File: src/rtl/alu_arbiter.sv
// Round-robin arbiter sharing one combinational ALU between two requesters.
// Each op runs IDLE -> EXEC -> RESP; the result returns over a valid/ready handshake.
module alu_arbiter #(
    parameter int N     = 32,
    parameter int CNT_W = 16
) (
    input  logic             clk,
    input  logic             rst,
    input  logic [1:0]       req_valid,
    output logic [1:0]       req_ready,
    input  logic [4:0]       req_ctrl0,
    input  logic [N-1:0]     req_a0,
    input  logic [N-1:0]     req_b0,
    input  logic [4:0]       req_ctrl1,
    input  logic [N-1:0]     req_a1,
    input  logic [N-1:0]     req_b1,
    output logic [1:0]       rsp_valid,
    input  logic [1:0]       rsp_ready,
    output logic [N-1:0]     rsp_data,
    output logic             rsp_err,
    output logic [4:0]       alu_ctrl,
    output logic [N-1:0]     src_A,
    output logic [N-1:0]     src_B,
    input  logic [N-1:0]     alu_result,
    output logic             busy,
    output logic [CNT_W-1:0] op_count
);

    typedef enum logic [1:0] {
        IDLE = 2'd0,
        EXEC = 2'd1,
        RESP = 2'd2
    } state_t;

    state_t           state_q, state_d;
    logic             last_grant_q, last_grant_d;
    logic             owner_q, owner_d;
    logic [4:0]       ctrl_q, ctrl_d;
    logic [N-1:0]     a_q, a_d;
    logic [N-1:0]     b_q, b_d;
    logic [N-1:0]     rsp_data_q, rsp_data_d;
    logic             rsp_err_q, rsp_err_d;
    logic [CNT_W-1:0] op_count_q, op_count_d;
    logic             grant;
    logic             ctrl_ok;

    function automatic logic ctrl_supported(input logic [4:0] c);
        case (c)
            5'd1, 5'd2, 5'd3, 5'd4, 5'd9, 5'd10, 5'd11, 5'd12,
            5'd17, 5'd19, 5'd25, 5'd27, 5'd28, 5'd29, 5'd30: return 1'b1;
            default:                                          return 1'b0;
        endcase
    endfunction

    always_comb begin
        state_d      = state_q;
        last_grant_d = last_grant_q;
        owner_d      = owner_q;
        ctrl_d       = ctrl_q;
        a_d          = a_q;
        b_d          = b_q;
        rsp_data_d   = rsp_data_q;
        rsp_err_d    = rsp_err_q;
        op_count_d   = op_count_q;
        req_ready    = '0;
        rsp_valid    = '0;
        ctrl_ok      = ctrl_supported(ctrl_q);
        // On a tie the requester not served last wins; otherwise the lone requester.
        grant        = (&req_valid) ? ~last_grant_q : req_valid[1];

        case (state_q)
            IDLE: begin
                if (|req_valid) begin
                    req_ready[grant] = 1'b1;
                    owner_d          = grant;
                    ctrl_d           = grant ? req_ctrl1 : req_ctrl0;
                    a_d              = grant ? req_a1    : req_a0;
                    b_d              = grant ? req_b1    : req_b0;
                    state_d          = EXEC;
                end
            end
            EXEC: begin
                rsp_data_d = ctrl_ok ? alu_result : '0;
                rsp_err_d  = ~ctrl_ok;
                state_d    = RESP;
            end
            RESP: begin
                rsp_valid[owner_q] = 1'b1;
                if (rsp_ready[owner_q]) begin
                    last_grant_d = owner_q;
                    op_count_d   = op_count_q + CNT_W'(1);
                    state_d      = IDLE;
                end
            end
            default: state_d = IDLE;
        endcase
    end

    always_ff @(posedge clk) begin
        if (rst) begin
            state_q      <= IDLE;
            last_grant_q <= 1'b1;
            owner_q      <= 1'b0;
            ctrl_q       <= '0;
            a_q          <= '0;
            b_q          <= '0;
            rsp_data_q   <= '0;
            rsp_err_q    <= 1'b0;
            op_count_q   <= '0;
        end else begin
            state_q      <= state_d;
            last_grant_q <= last_grant_d;
            owner_q      <= owner_d;
            ctrl_q       <= ctrl_d;
            a_q          <= a_d;
            b_q          <= b_d;
            rsp_data_q   <= rsp_data_d;
            rsp_err_q    <= rsp_err_d;
            op_count_q   <= op_count_d;
        end
    end

    assign busy     = (state_q != IDLE);
    assign alu_ctrl = busy ? ctrl_q : '0;
    assign src_A    = busy ? a_q    : '0;
    assign src_B    = busy ? b_q    : '0;
    assign rsp_data = rsp_data_q;
    assign rsp_err  = (state_q == RESP) & rsp_err_q;
    assign op_count = op_count_q;

endmodule

File: config.mk
export PLATFORM = sky130hd
export DESIGN_NAME = alu_arbiter
export DESIGN_NICKNAME = d
export VERILOG_FILES = /design/src/rtl/alu_arbiter.sv
export SDC_FILE = /design/constraint.sdc
export NUM_CORES = 1
export LEC_CHECK = 0
export BUFFER_PORTS_ARGS = -buffer_cell sky130_fd_sc_hd__buf_2
export CORE_ASPECT_RATIO = 0.7
export CORE_MARGIN = 5
export CORE_UTILIZATION = 45
export CTS_BUF_LIST = sky130_fd_sc_hd__clkbuf_4 sky130_fd_sc_hd__clkbuf_8
export DETAILED_ROUTE_END_ITERATION = 16
export GPL_TIMING_DRIVEN = 0
export HOLD_SLACK_MARGIN = 0.08
export PLACE_DENSITY_LB_ADDON = 0.08
export SLEW_MARGIN = 15
export SYNTH_ARGS = -nofsm -noshare
export SYNTH_HDL_FRONTEND = slang
export SYNTH_SLANG_ARGS = --single-unit
File: constraint.sdc
create_clock -name clk -period 2.4 [get_ports clk]
set_clock_uncertainty 0.2 [all_clocks]
set_input_delay 0.48 -clock clk [delete_from_list [all_inputs] [get_ports clk]]
set_output_delay 0.48 -clock clk [all_outputs]
set_load 0.02 [all_outputs]
==> key figures <==
Run status
  – Status: finished, final reports clean

Placed design
  – Placed insts: 1055
  – Placed Area: 6942 um^2
  – Final Wtd Congestion: 0.8830
  – HPWL after DPL: roughly 14000 um
  – Input/output buffers: 297

Power and ir drop
  – Seq pwr share: between 40% and 50%
  – P_leak: 3.657 nW
  – Comb pwr share: between 20% and 30%
  – Int Power: 3.688 mW
  – Switching power: between 1.5 and 2 mW
  – Clock Power Share: a little over a third
  – Pwr per Cell Area: 684.9 nW/um^2
  – VDD IR-drop max: 403.3 uV
  – Sw frac: 30.18%

Worst hold path
  – Worst hold-check path type: in -> reg

STA
  – Final Max Tran Viols: 0
  – Final setup violation count: 0
  – Final Hold Vio Count: 0
  – Max Clk Rate: roughly 430 MHz
  – RSZ-0062 raised after global routing: yes
  – Final Cycle Share: between 90% and 100%
  – Minimum clock period: 2343 ps
  – Worst rel slew slack: 58.54%
  – Least-Margin Pin Slew: 621.9 ps

Routing
  – Drt pass-1 iters: 9
  – Final wirelength: 18590 um
  – Antenna viol nets, final: 0
  – Avg Vias per Cell: 5.319
  – # DRC: 0
  – Initial DRC count: 456
  – Via count: 5947
  – DR WL/cell: around 17 um

Finish
  – Commonest non-fill, non-tap cell in the layout: buf_2
  – Share of cells above drive strength 1: 38.33%
  – Fillcell total: 1039
  – Final net count: 1124
  – Seq. cell area: 2465 um^2
  – Layout area overhead: 46.66%
  – Post-Layout Cell Count: 1118
  – Commonest cells after routing, fill and taps aside: buf_2, dfxtp_1, nor2_1
  – Post-route cell area: around 7700 um^2
  – Multi-input logic area: 2535 um^2

Clocking
  – Total CTS buffers: 17
  – Max Root-Sink Buffers: 2
  – Clock sink count: 123
  – TritonCTS clock tree: yes
  – Reg clk slew, reported paths: 80 ps
  – Clk_lat worst skew: 430 ps
  – Htree depth: 4
  – Clock root buffer: clkbuf_8

Synth
  – Post-Syn Nets: 778
  – Predominant post-synthesis flop cell: dfxtp_1
  – Syn Std Cell Area: 5259 um^2
  – Largest family of logic cells by synthesized area: simple AND/OR/NAND/NOR gates
  – Warnings from Yosys: 0
  – Adder-cell share of the synthesized area: 0.2379%
  – Post-synthesis compound-gate area fraction: between 10% and 20%
  – FFs w/ async S/R, synth: 0%
  – Synth Area in Simple Gates: roughly 24%
  – Seq/Total Area, Yosys: between 40% and 50%
  – Syn_area_per_cell: 8.750 um^2
  – Cells after Synth: 601
  – Post-synth EDFFs: 0
  – Yosys reg bits: about 120
  – Multiplexer area fraction after synthesis: 4.021%
  – XOR/XNOR Fraction of Synth Area: ~1.5%
  – Yosys cell types: 38

Floorplanning
  – Core area: approximately 12000 um^2
  – Initial Util: 45.49%
  – Die area: between 10000 and 15000 um^2
  – Die Span Y: about 100 um
  – # rows: 33
  – IO Pins: 299
  – Die width: 139.2 um

Setup path
  – Worst EP required: 1720 ps
  – Crit-path slowest cell: dfxtp_2
  – Crit path largest cell delay: about 340 ps
  – Top delay family on crit path: buffers and inverters
  – Worst Setup End Kind: primary output
  – Worst path bufs/invs: 3
  – CP Cell Sequence: nor2_4, buf_4, and2_1, clkbuf_4, buf_2
  – CP startpoint kind: flip-flop
  – WS Path Type: reg -> out
  – CP arrival: between 1500 and 2000 ps
  – CP max FO: 10

Global routing
  – Vias in the first global route: 5844
  – First-pass GRT wire length: 28880 um
  – GRT Overall Usage: between 20% and 30%
  – GRT Residual Overflow: 0
  – Largest net degree at the start of global routing: 20
  – Initial antenna violation count: 0

Job
  – Max cap viols: 0
worst register-to-register path, cell delays in order, from the launching register on:
cell and delay [ps]:
dfxtp_2 340, nor2_4 150, o21ai_0 230, buf_2 260
buf_2 210, a222oi_1 410, nor2_1 80
cell usage after synthesis (all sizes together) (2+ instances only):
cell / instances / area share [%]
dfxtp: 123 / 47
nor2: 84 / 6.1
and2: 73 / 8.7
a222oi: 47 / 8.9
a21oi: 40 / 3.8
nand2: 39 / 2.8
nand3: 39 / 3.7
clkbuf: 31 / 2.2
buf: 24 / 2.4
a211oi: 20 / 2.9
mux2i: 20 / 3.8
o21ai: 10 / 0.95
nand4: 8 / 0.95
or3: 6 / 0.71
inv: 5 / 0.36
xnor2: 5 / 0.83
nor3: 4 / 0.38
xor2: 4 / 0.67
a31oi: 3 / 0.36
nand2b: 2 / 0.24
nor2b: 2 / 0.24
what timing repair did:
action                                  CTS  global route
endpoints found under the setup margin   72            71
buffers inserted                          2             2
pin swaps                                 1             1
resized for setup                        20            12
hold endpoints to repair                 27             0
hold buffers                             27             0
worst paths after layout:
| check | slack, ps | from | to | cells past startpoint |
|---|---|---|---|---|
| worst max-delay path | 60 | state_q[1] | req_ready[1] | 5 |
| worst min-delay path | 100 | req_a0[1] | a_q[1] | 3 |
| worst max register to register | 390 | state_q[1] | a_q[15] | 6 |
| worst min register to register | 250 | rsp_data[31] | rsp_data[31] | 2 |
cell type report:
type                    instances  area share [%]
clock buffers                  20           3.569
clock inverters                12           1.817
repair buffers                328           23.20
well taps                     157           2.547
multi-input cells             418           32.87
diodes                          1         0.03245
plain buffers                  54           3.764
inverters                       5          0.2433
flip-flops and latches        123           31.96
cell families after synthesis:
group | after synthesis
AOI/OAI and AO/OA | 126
and+or+nand+nor | 261
adders and majority gates | 1
muxes | 21
buffers and inverters | 60
xor gates and xnor gates | 9
DFF | 123
routing by layer:
metal	vias up	track usage (%)	wire length (um)
li1	2861	-	-
met1	2748	30.60	7612
met2	287	43.57	8858
met3	51	7.286	1479
met4	0	11.05	635
met5	-	0	0
through the flow:
step                      total power [mW]  hold WS, ps  util [%]  TNS [ps]  setup slack [ps]
after floorplan                      2.952        273.6         -         0             419.2
after global placement               3.337        236.4     60.04         0             3.807
after detailed placement             3.371        240.5     60.04    -16.50            -16.50
after CTS                            5.301        80.82     66.44    -2.484            -2.225
after global routing                 5.536        88.93     66.69    -457.7            -36.86
final                                5.283        102.4     66.71         0             56.92
flip-flops by register name (all words and copies together), names as in the netlist:
register and cells:
rsp_err_q 1, ctrl_ok 1, ctrl_q 5, state_q 2, a_q 32, op_count 16
b_q 32, rsp_data 32, owner_q 1, last_grant_q 1
power groups by stage:
stage | logic [mW] | registers (mW) | clock network (mW)
2_1_floorplan | 0.635 | 2.32 | 0
3_3_place_gp | 1.04 | 2.30 | 0
3_5_place_dp | 1.06 | 2.31 | 0
4_1_cts | 1.13 | 2.26 | 1.91
5_1_grt | 1.25 | 2.28 | 2.01
6_report | 1.14 | 2.26 | 1.88
No activity file was read; power rests on OpenSTA's default activity.
